$ cat config.mk
export PLATFORM = sky130hd
export DESIGN_NAME = ps2_rx_event
export DESIGN_NICKNAME = d
export VERILOG_FILES = /design/src/rtl/ps2_rx_event_pkg.sv /design/src/rtl/ps2_ev_fifo.sv /design/src/rtl/ps2_rx_event.sv
export SDC_FILE = /design/constraint.sdc
export NUM_CORES = 1
export LEC_CHECK = 0
export CAP_MARGIN = 30
export CORE_ASPECT_RATIO = 1.75
export CORE_MARGIN = 5
export CORE_UTILIZATION = 40
export CTS_CLUSTER_SIZE = 10
export DETAILED_ROUTE_END_ITERATION = 8
export PLACE_DENSITY = 0.66
export SLEW_MARGIN = 40
export SYNTH_ARGS = -nofsm -noshare
export SYNTH_HDL_FRONTEND = slang
export SYNTH_SLANG_ARGS = --single-unit
$ cat constraint.sdc
create_clock -name clk -period 3.9 [get_ports clk]
set_input_delay 0.78 -clock clk [delete_from_list [all_inputs] [get_ports clk]]
set_output_delay 0.78 -clock clk [all_outputs]
set_load 0.05 [all_outputs]
$ cat src/rtl/ps2_rx_event_pkg.sv
// Shared constants and types for the PS/2 receive front-end.
// Latency: n/a (declarations only).
// Backpressure: n/a.
package ps2_rx_event_pkg;

    // Prefix bytes folded into the event flags.
    localparam logic [7:0] PS2_EXT0 = 8'hE0;
    localparam logic [7:0] PS2_EXT1 = 8'hE1;
    localparam logic [7:0] PS2_BRK  = 8'hF0;

    // Device responses that are swallowed when no prefix is pending.
    localparam logic [7:0] PS2_RSP_ERR0   = 8'h00;
    localparam logic [7:0] PS2_RSP_BAT    = 8'hAA;
    localparam logic [7:0] PS2_RSP_ECHO   = 8'hEE;
    localparam logic [7:0] PS2_RSP_ACK    = 8'hFA;
    localparam logic [7:0] PS2_RSP_RESEND = 8'hFE;
    localparam logic [7:0] PS2_RSP_ERR1   = 8'hFF;

    // Frame FSM states.
    typedef enum logic [1:0] {
        ST_IDLE   = 2'd0,
        ST_DATA   = 2'd1,
        ST_PARITY = 2'd2,
        ST_STOP   = 2'd3
    } frame_st_e;

    // Event word: [9] ext, [8] brk, [7:0] scan code.
    typedef struct packed {
        logic       ext;
        logic       brk;
        logic [7:0] code;
    } ps2_ev_t;

    localparam int EV_W = $bits(ps2_ev_t);

    function automatic logic is_dev_resp(input logic [7:0] b);
        return (b == PS2_RSP_ERR0) || (b == PS2_RSP_BAT)    ||
               (b == PS2_RSP_ECHO) || (b == PS2_RSP_ACK)    ||
               (b == PS2_RSP_RESEND) || (b == PS2_RSP_ERR1);
    endfunction

endpackage

$ cat src/rtl/ps2_ev_fifo.sv
// Small synchronous event queue with full/empty tracking and drop-on-full.
// Latency: a write is visible at the head one cycle later; a pop exposes the next entry next cycle.
// Backpressure: a write while full is dropped (ovf pulses) unless a pop happens in the same cycle.
module ps2_ev_fifo #(
    parameter int WIDTH = 10,
    parameter int DEPTH = 4
) (
    input  logic             clk,
    input  logic             rst,
    input  logic             wr_vld,
    input  logic [WIDTH-1:0] wr_dat,
    output logic             ovf,
    input  logic             rd_rdy,
    output logic             empty,
    output logic [WIDTH-1:0] rd_dat
);
    localparam int PTR_W = (DEPTH > 1) ? $clog2(DEPTH) : 1;

    logic [PTR_W-1:0] wr_ptr_q, wr_ptr_d;
    logic [PTR_W-1:0] rd_ptr_q, rd_ptr_d;
    logic [PTR_W:0]   cnt_q, cnt_d;
    logic [WIDTH-1:0] mem_q [DEPTH];
    logic [WIDTH-1:0] mem_d [DEPTH];
    logic             full;
    logic             pop;
    logic             we;

    assign empty  = (cnt_q == '0);
    assign full   = (cnt_q == (PTR_W+1)'(DEPTH));
    assign rd_dat = empty ? '0 : mem_q[rd_ptr_q];

    // Next-state for storage, pointers and occupancy; a pop frees room for a same-cycle write.
    always_comb begin
        pop      = rd_rdy & ~empty;
        we       = wr_vld & (~full | pop);
        ovf      = wr_vld & full & ~pop;
        mem_d    = mem_q;
        wr_ptr_d = wr_ptr_q;
        rd_ptr_d = rd_ptr_q;
        cnt_d    = cnt_q;
        if (we) begin
            mem_d[wr_ptr_q] = wr_dat;
            wr_ptr_d        = wr_ptr_q + 1'b1;
        end
        if (pop) begin
            rd_ptr_d = rd_ptr_q + 1'b1;
        end
        case ({we, pop})
            2'b10:   cnt_d = cnt_q + 1'b1;
            2'b01:   cnt_d = cnt_q - 1'b1;
            default: cnt_d = cnt_q;
        endcase
    end

    // State registers.
    always_ff @(posedge clk or posedge rst) begin
        if (rst) begin
            wr_ptr_q <= '0;
            rd_ptr_q <= '0;
            cnt_q    <= '0;
            for (int i = 0; i < DEPTH; i++) begin
                mem_q[i] <= '0;
            end
        end else begin
            wr_ptr_q <= wr_ptr_d;
            rd_ptr_q <= rd_ptr_d;
            cnt_q    <= cnt_d;
            mem_q    <= mem_d;
        end
    end

endmodule

$ cat src/rtl/ps2_rx_event.sv
// PS/2 device-to-host receiver: sync, clock filter, frame FSM, prefix folding, event queue.
// Latency: ~2+FILT_LEN cycles from raw clock fall to sample; stop-bit sample to ev_valid is 2 cycles.
// Backpressure: ev_valid/ev_ready; events arriving with a full queue are dropped and flagged on overflow.
module ps2_rx_event #(
    parameter int FILT_LEN    = 8,
    parameter int TIMEOUT_CYC = 28636,
    parameter int FIFO_DEPTH  = 4
) (
    input  logic       clk,
    input  logic       reset,
    input  logic       ps2_clk,
    input  logic       ps2_data,
    output logic       ev_valid,
    input  logic       ev_ready,
    output logic [7:0] ev_code,
    output logic       ev_ext,
    output logic       ev_brk,
    output logic       err,
    output logic       overflow
);
    import ps2_rx_event_pkg::*;

    localparam int TO_W = $clog2(TIMEOUT_CYC + 1);

    logic                clk_s1_q, clk_s1_d, clk_s2_q, clk_s2_d;
    logic                dat_s1_q, dat_s1_d, dat_s2_q, dat_s2_d;
    logic [FILT_LEN-1:0] filt_sr_q, filt_sr_d;
    logic                filt_clk_q, filt_clk_d;
    logic                ps2_fall;
    logic [TO_W-1:0]     to_cnt_q, to_cnt_d;
    logic                to_hit;
    frame_st_e           st_q, st_d;
    logic [2:0]          bit_cnt_q, bit_cnt_d;
    logic [7:0]          shift_q, shift_d;
    logic                par_ok_q, par_ok_d;
    logic [7:0]          byte_q, byte_d;
    logic                byte_vld_q, byte_vld_d;
    logic                ext_pend_q, ext_pend_d;
    logic                brk_pend_q, brk_pend_d;
    logic                push_vld;
    ps2_ev_t             push_ev;
    ps2_ev_t             head_ev;
    logic                ev_empty;

    // The filter only flips on a full run of identical samples, so the fall strobe lasts one cycle.
    assign ps2_fall = filt_clk_q & (filt_sr_q == '0);
    assign to_hit   = (to_cnt_q == TO_W'(TIMEOUT_CYC));

    // Synchronizers and majority-free run-length clock filter.
    always_comb begin
        clk_s1_d   = ps2_clk;
        clk_s2_d   = clk_s1_q;
        dat_s1_d   = ps2_data;
        dat_s2_d   = dat_s1_q;
        filt_sr_d  = {filt_sr_q[FILT_LEN-2:0], clk_s2_q};
        filt_clk_d = filt_clk_q;
        if (filt_sr_q == '0) begin
            filt_clk_d = 1'b0;
        end else if (&filt_sr_q) begin
            filt_clk_d = 1'b1;
        end
    end

    // Inactivity counter: cleared by every clock fall, saturates at the limit.
    always_comb begin
        to_cnt_d = to_cnt_q;
        if (ps2_fall) begin
            to_cnt_d = '0;
        end else if (!to_hit) begin
            to_cnt_d = to_cnt_q + 1'b1;
        end
    end

    // Frame FSM: start, 8 data LSB first, odd parity, stop; errors and timeout pulse err.
    always_comb begin
        st_d       = st_q;
        bit_cnt_d  = bit_cnt_q;
        shift_d    = shift_q;
        par_ok_d   = par_ok_q;
        byte_d     = byte_q;
        byte_vld_d = 1'b0;
        err        = 1'b0;
        if (ps2_fall) begin
            case (st_q)
                ST_IDLE: begin
                    if (!dat_s2_q) begin
                        st_d      = ST_DATA;
                        bit_cnt_d = 3'd0;
                    end else begin
                        err = 1'b1;
                    end
                end
                ST_DATA: begin
                    shift_d   = {dat_s2_q, shift_q[7:1]};
                    bit_cnt_d = bit_cnt_q + 1'b1;
                    if (bit_cnt_q == 3'd7) begin
                        st_d = ST_PARITY;
                    end
                end
                ST_PARITY: begin
                    par_ok_d = ^{shift_q, dat_s2_q};
                    st_d     = ST_STOP;
                end
                ST_STOP: begin
                    st_d = ST_IDLE;
                    if (dat_s2_q && par_ok_q) begin
                        byte_d     = shift_q;
                        byte_vld_d = 1'b1;
                    end else begin
                        err = 1'b1;
                    end
                end
                default: st_d = ST_IDLE;
            endcase
        end else if ((st_q != ST_IDLE) && to_hit) begin
            st_d = ST_IDLE;
            err  = 1'b1;
        end
    end

    // Prefix decoder: fold E0/E1/F0 into flags, drop bare device responses, push everything else.
    always_comb begin
        ext_pend_d = ext_pend_q;
        brk_pend_d = brk_pend_q;
        push_vld   = 1'b0;
        push_ev    = '{ext: ext_pend_q, brk: brk_pend_q, code: byte_q};
        if (byte_vld_q) begin
            if ((byte_q == PS2_EXT0) || (byte_q == PS2_EXT1)) begin
                ext_pend_d = 1'b1;
            end else if (byte_q == PS2_BRK) begin
                brk_pend_d = 1'b1;
            end else begin
                push_vld   = ext_pend_q | brk_pend_q | ~is_dev_resp(byte_q);
                ext_pend_d = 1'b0;
                brk_pend_d = 1'b0;
            end
        end
    end

    // State registers; the filter and synchronizers reset to the idle-high line level.
    always_ff @(posedge clk or posedge reset) begin
        if (reset) begin
            clk_s1_q   <= 1'b1;
            clk_s2_q   <= 1'b1;
            dat_s1_q   <= 1'b1;
            dat_s2_q   <= 1'b1;
            filt_sr_q  <= '1;
            filt_clk_q <= 1'b1;
            to_cnt_q   <= '0;
            st_q       <= ST_IDLE;
            bit_cnt_q  <= '0;
            shift_q    <= '0;
            par_ok_q   <= 1'b0;
            byte_q     <= '0;
            byte_vld_q <= 1'b0;
            ext_pend_q <= 1'b0;
            brk_pend_q <= 1'b0;
        end else begin
            clk_s1_q   <= clk_s1_d;
            clk_s2_q   <= clk_s2_d;
            dat_s1_q   <= dat_s1_d;
            dat_s2_q   <= dat_s2_d;
            filt_sr_q  <= filt_sr_d;
            filt_clk_q <= filt_clk_d;
            to_cnt_q   <= to_cnt_d;
            st_q       <= st_d;
            bit_cnt_q  <= bit_cnt_d;
            shift_q    <= shift_d;
            par_ok_q   <= par_ok_d;
            byte_q     <= byte_d;
            byte_vld_q <= byte_vld_d;
            ext_pend_q <= ext_pend_d;
            brk_pend_q <= brk_pend_d;
        end
    end

    ps2_ev_fifo #(
        .WIDTH (EV_W),
        .DEPTH (FIFO_DEPTH)
    ) u_fifo (
        .clk    (clk),
        .rst    (reset),
        .wr_vld (push_vld),
        .wr_dat (push_ev),
        .ovf    (overflow),
        .rd_rdy (ev_ready),
        .empty  (ev_empty),
        .rd_dat (head_ev)
    );

    assign ev_valid = ~ev_empty;
    assign ev_code  = head_ev.code;
    assign ev_ext   = head_ev.ext;
    assign ev_brk   = head_ev.brk;

endmodule
Word-level counts from Yosys, hierarchy flattened
Cells that the tools add are included.
{"block": "word_totals", "out_inout_bits": 13, "reg_bits": 100, "inputBits": 5}
{"block": "classes", "mux": 33, "bitwise_logic": 15, "n_reduce_logical": 27, "n_lt_le_gt_ge": 3, "n_eq_ne": 21, "add_sub_neg": 6}
{"cell": "8-bit equality test, second input constant", "count": 8}
{"cell": "40-bit bitwise mux", "count": 1}
{"cell": "10-bit 2-to-1 mux", "count": 4}
{"cell": "15-bit 2-to-1 mux", "count": 2}
{"cell": "10-bit binary-select mux with 2-bit select", "count": 1}
{"cell": "10-bit demux with 2-bit select", "count": 1}
{"cell": "8-bit zero test", "count": 2}
{"cell": "15-bit by 1-bit adder with 15-bit output, second input constant", "count": 1}
{"cell": "15-bit equality test, second input constant", "count": 1}
{"cell": "1-bit 2-to-1 mux", "count": 15}
{"cell": "3-bit one-hot mux with 2 select lines", "count": 2}
{"cell": "2-bit nonzero test", "count": 5}
{"cell": "3-bit AND reduction", "count": 3}
{"cell": "9-bit parity", "count": 1}
{"cell": "2-bit 2-to-1 mux", "count": 4}
{"cell": "2-bit one-hot mux with 4 select lines", "count": 1}
{"cell": "2-bit AND reduction", "count": 4}
{"cell": "8-bit AND reduction", "count": 1}
{"cell": "3-bit by 1-bit adder with 3-bit output, second input constant", "count": 2}
{"cell": "2-bit equality test, second input constant", "count": 3}
{"cell": "3-bit equality test, second input constant", "count": 2}
{"cell": "3-bit >= comparator, second input constant", "count": 2}
{"cell": "1-bit logical OR", "count": 6}
{"cell": "2-bit inequality test, second input constant", "count": 3}
{"cell": "other kinds (14)", "count": 30}

Depth between registers and ports, before layout
{"block": "depth", "word_depth": 14, "ltp_mapped": 12, "ltp_nobuf": 10}

By module
A second synthesis with hierarchy kept.
{"block": "hier_totals", "hier_cells": 366, "area_unflattened_um2": 4788.3}
{"mod": "ps2_rx_event", "seq_area_each_um2": 1342.5, "cells_each": 220, "area_each_um2": 2578.7, "instances": 1}
{"mod": "ps2_ev_fifo", "seq_area_each_um2": 1176.1, "cells_each": 146, "area_each_um2": 2209.6, "instances": 1}

Worst setup path after synthesis
OpenSTA, ideal clock, no wires.
{"block": "synth_timing", "path_type": "flip-flop to output port", "start": "register to_cnt_q[0]", "end": "output err", "required_time_ps": 3120, "stages_incl_launch_ff": 6, "setup_slack_ps": 786, "n_path_buf": 0, "arrival_time_ps": 2334, "cell_sequence": "dfrtp_1 inv_1 ha_1 nor4bb_1 nand4_1 o31ai_1"}
{"block": "synth_between", "elab_chain_len": 4}
{"item": "start: declaration", "line": "ps2_rx_event.sv:30", "rtl": "logic [TO_W-1:0] to_cnt_q, to_cnt_d;"}
{"item": "start signal: assignment", "line": "ps2_rx_event.sv:165", "rtl": "to_cnt_q <= to_cnt_d;"}
{"item": "15-bit equality test", "line": "ps2_rx_event.sv:47", "rtl": "assign to_hit = (to_cnt_q == TO_W'(TIMEOUT_CYC));"}
{"item": "1-bit logical AND", "line": "ps2_rx_event.sv:115", "rtl": "end else if ((st_q != ST_IDLE) && to_hit) begin"}
{"item": "1-bit 2-to-1 mux", "line": "ps2_rx_event.sv:115"}
{"item": "1-bit 2-to-1 mux", "line": "ps2_rx_event.sv:83", "rtl": "if (ps2_fall) begin"}
{"item": "end: declaration", "line": "ps2_rx_event.sv:18", "rtl": "output logic err,"}
Every way passes these cells.

Final worst setup path
{"block": "layout_timing", "start": "register byte_q[1]", "end": "output overflow"}
{"block": "layout_between", "elab_chain_len": 13, "word_cells_on_any_way": 22}
{"item": "start: declaration", "line": "ps2_rx_event.sv:36", "rtl": "logic [7:0] byte_q, byte_d;"}
{"item": "start signal: assignment", "line": "ps2_rx_event.sv:170", "rtl": "byte_q <= byte_d;"}
{"item": "8-bit equality test / 8-bit zero test (equally long branches)", "line": "ps2_rx_event_pkg.sv:37", "rtl": "return (b == PS2_RSP_ERR0) || (b == PS2_RSP_BAT) ||"}
{"item": "1-bit logical OR (2 in series)", "line": "ps2_rx_event_pkg.sv:37"}
{"item": "1-bit logical OR (2 in series)", "line": "ps2_rx_event_pkg.sv:38", "rtl": "(b == PS2_RSP_ECHO) || (b == PS2_RSP_ACK) ||"}
{"item": "1-bit logical OR", "line": "ps2_rx_event_pkg.sv:39", "rtl": "(b == PS2_RSP_RESEND) || (b == PS2_RSP_ERR1);"}
{"item": "1-bit NOT", "line": "ps2_rx_event.sv:133", "rtl": "push_vld = ext_pend_q | brk_pend_q | ~is_dev_resp(byte_q);"}
{"item": "1-bit bitwise OR", "line": "ps2_rx_event.sv:133"}
{"item": "1-bit 2-to-1 mux", "line": "ps2_rx_event.sv:130", "rtl": "end else if (byte_q == PS2_BRK) begin"}
{"item": "1-bit 2-to-1 mux (*)", "line": "ps2_rx_event.sv:128", "rtl": "if ((byte_q == PS2_EXT0) || (byte_q == PS2_EXT1)) begin"}
{"item": "1-bit 2-to-1 mux (*)", "line": "ps2_rx_event.sv:127", "rtl": "if (byte_vld_q) begin"}
{"item": "1-bit bitwise AND (*) (2 in series)", "line": "ps2_ev_fifo.sv:36", "rtl": "ovf = wr_vld & full & ~pop;"}
{"item": "end: declaration", "line": "ps2_rx_event.sv:19", "rtl": "output logic overflow"}
Mark *: on every way between the ends. The rest lies on a longest branch, timed or not.

==> impl_metrics.csv <==
group,metric,value,unit
status,status,"completed",
worst_setup_path,end_kind,"output pin",
timing,setup_viol,0,
worst_setup_path,cp-start-kind,"register",
clocking,cts.path.max_buffers,2,
timing,tns,0,ns
logic_synthesis,syn_nets,384,
logic_synthesis,yosysMostFrequentCell,"dfrtp_1",
power,clkPwrFrac,0.389,
drt,first_iter_violations,83,
layout,num_antenna_cells,0,
worst_setup_path,required,3.12,ns
timing,worst_pin_slew,0.616,ns
timing,timing.hold.ws,0.358,ns
clocking,clock_latency,0.34,ns
power,p_sw_frac,0.262,
grt,grt_pass1_wl,15300,um
placement,dp_hpwl,6000,um
grt,gr-total-overflow,0,
timing,rsz0062_at_grt,"no",
power,power.net_switching,631,uW
power,pwr-share-comb,0.118,
logic_synthesis,synth_ff_type,"dfrtp_1",
clocking,cts_made_buffers,9,
clocking,cts_tree,"yes",
timing,fin_crit,3.62,ns
timing,finalCritPeriodShare,0.929,
worst_setup_path,crit_path_start,"byte_q[1]",
power,pwr-share-seq,0.493,
worst_setup_path,crit_buf_inv,1,
clocking,cts_hold_buf,0,
logic_synthesis,yosysSeqAreaShare,0.519,
floorplan,core,0.0119,sq mm
floorplan,die_w,93.2,um
layout,regArea,0.00252,sq mm
job,maxCapViolations,0,
placement,dpl.cell_count,513,
layout,drive_gt1_frac,0.276,
worst_setup_path,r2r-start,"byte_q[1]",
worst_hold_path,worstHoldStart,"dat_s1_q",
power,p_int,1.78,mW
placement,gp_congestion,0.754,
worst_hold_path,hp-class,"reg2reg",
floorplan,start_util,0.406,
grt,grt_use_total,0.132,
worst_setup_path,crit_arrival,2.84,ns
drt,drt-total-wl,8740,um
power,total_power,2.41,mW
placement,io_buffers,17,
timing,drv_slew,0,
logic_synthesis,synth_top_area_share,0.449,
layout,multiInputGateArea,0.00222,sq mm
floorplan,ios,18,
clocking,clkSinkCount,100,
drt,num_vias,2828,
layout,area_growth,13.7,%
worst_setup_path,worst-setup-path-type,"reg2out",
grt,grt_max_degree,65,
placement,dpl_cell_area,0.00519,sq mm
logic_synthesis,yosys.area.top_type,"dfrtp_1",
layout,finalInstanceArea,0.00551,sq mm
logic_synthesis,ys_seq_elements,100,
worst_setup_path,cpLargestDelayFamily,"compound AO/OA/AOI/OAI gates",
clocking,postCtsResizedCells,0,
drt,drtAntennaViolNets,0,
timing,max_freq,0.276,GHz
layout,finalNetCount,406,
logic_synthesis,synth_edf_count,0,
timing,finalHoldViolCount,0,
clocking,clockRootBuffer,"clkbuf_16",
logic_synthesis,synth_area_per_cell,13.3,sq um
timing,slew_headroom,0.589,
floorplan,rows,53,
drt,wire_per_inst,16.5,um
worst_setup_path,critPathSlowestCell,"clkdlybuf4s50_1",
power,power.leakage,2.56,nW
logic_synthesis,synthArstFlopShare,1.00,
layout,fin_cells,529,
drt,post_drt_via_cell_ratio,5.35,
clocking,cts_setup_buffers,0,
logic_synthesis,synthTopCellsByCount,"dfrtp_1, mux2_4, nor2_1, nand2_1, mux2_2",
floorplan,die_y,156,um
logic_synthesis,netlist_instances,365,
timing,fin_worst_skew,0.00550,ns
logic_synthesis,yosys_warnings,0,
clocking,clkTransAtPathRegs,0.07,ns
drt,drc,0,
power,p_per_area,436,mW/mm^2
floorplan,die_area,0.0145,sq mm
power,ir_drop,0.261,mV
logic_synthesis,synth_top_cells_by_area,"dfrtp_1, mux2_4, dfstp_2",
logic_synthesis,yosys.cell_types.count,46,
grt,grt_pass1_vias,2997,
worst_setup_path,max_stage_delay,0.70,ns
layout,fillers,1085,
logic_synthesis,synth_area,0.00485,sq mm
clocking,htreeDepth,3,
grt,antenna_found_initial,0,
worst_setup_path,crit_chain,"or4_1, a2111oi_0, a221o_1, nor2_1, clkdlybuf4s50_1",
drt,drt_pass1_iterations,4,
worst_setup_path,cp_max_fo,8,
## per-stage QoR
step | util | worst slack [ns]
3_3_place_gp | 0.435 | 0.380
2_1_floorplan | - | 0.523
6_report | 0.462 | 0.278
3_5_place_dp | 0.435 | 0.353
4_1_cts | 0.462 | 0.261
5_1_grt | 0.462 | 0.0559
## per-layer routing
metal,vias up,routed length (um),GRT usage,part of all wire
li1,1325,-,-,-
met1,1465,3670,0.158,0.42
met2,29,4770,0.232,0.55
met3,9,151,0.0208,0.017
met4,0,158,0.0594,0.018
met5,-,0,0,0
## registers in the layout, summed over array words and instances, names as in the netlist, 2 cells and up
name and cells:
filt_sr_q 8, byte_q 8, u_fifo.cnt_q 3, bit_cnt_q 3
u_fifo.mem_q 40, to_cnt_q 15, u_fifo.rd_ptr_q 2, shift_q 8
u_fifo.wr_ptr_q 2, st_q 2
## path summary, 6_finish.rpt
kind | cells past startpoint | slack [ns] | to
min in group asynchronous | 2 | 0.90 | shift_q[7]
setup / recovery | 5 | 0.28 | overflow
setup reg to reg | 11 | 0.59 | u_fifo.cnt_q[2]
max in group asynchronous | 3 | 2.36 | filt_sr_q[4]
hold / removal | 0 | 0.36 | dat_s2_q
hold reg to reg | 0 | 0.36 | dat_s2_q
## power groups by stage
stage          clock network [mW]  registers [mW]  logic [mW]
2_1_floorplan                   0            1.17       0.240
3_3_place_gp                    0            1.21       0.286
3_5_place_dp                    0            1.21       0.293
4_1_cts                     0.957            1.19       0.294
5_1_grt                      1.00            1.20       0.323
6_report                    0.936            1.19       0.284
## layout by cell type (no fill, tap or decap), drive strengths merged, types with 2 or more instances in the layout
cell and n:
and3 4, or3 4, xnor2 15, nand2b 2, nor2 32, xor2 13
dfstp 13, and2 12, a21oi 6, clkdlybuf4s50 17, dfrtp 87, nand2 22
a21boi 2, nand4 11, nor3 2, inv 16, mux2 57, nor4 3
nand3 5, clkbuf 12, mux4 10, o21ai 7, and4 2, ha 13
clkinv 2, o31ai 3, buf 5
## logic make-up after synthesis
kind of cell	synth area share
compound gates	0.0320
xor+xnor	0.0506
fa+ha+maj	0.0377
buf+inv	0.0224
flops	0.519
mux	0.212
simple gates	0.126
## cell type report
type | count | share of cell area
sequential | 100 | 0.457
clock buffer | 12 | 0.0545
timing repair buffer | 22 | 0.0399
multi-input combinational | 240 | 0.403
inverter | 14 | 0.0104
tap | 137 | 0.0311
clock inverter | 4 | 0.00408
(Power assumes the default switching activity.)
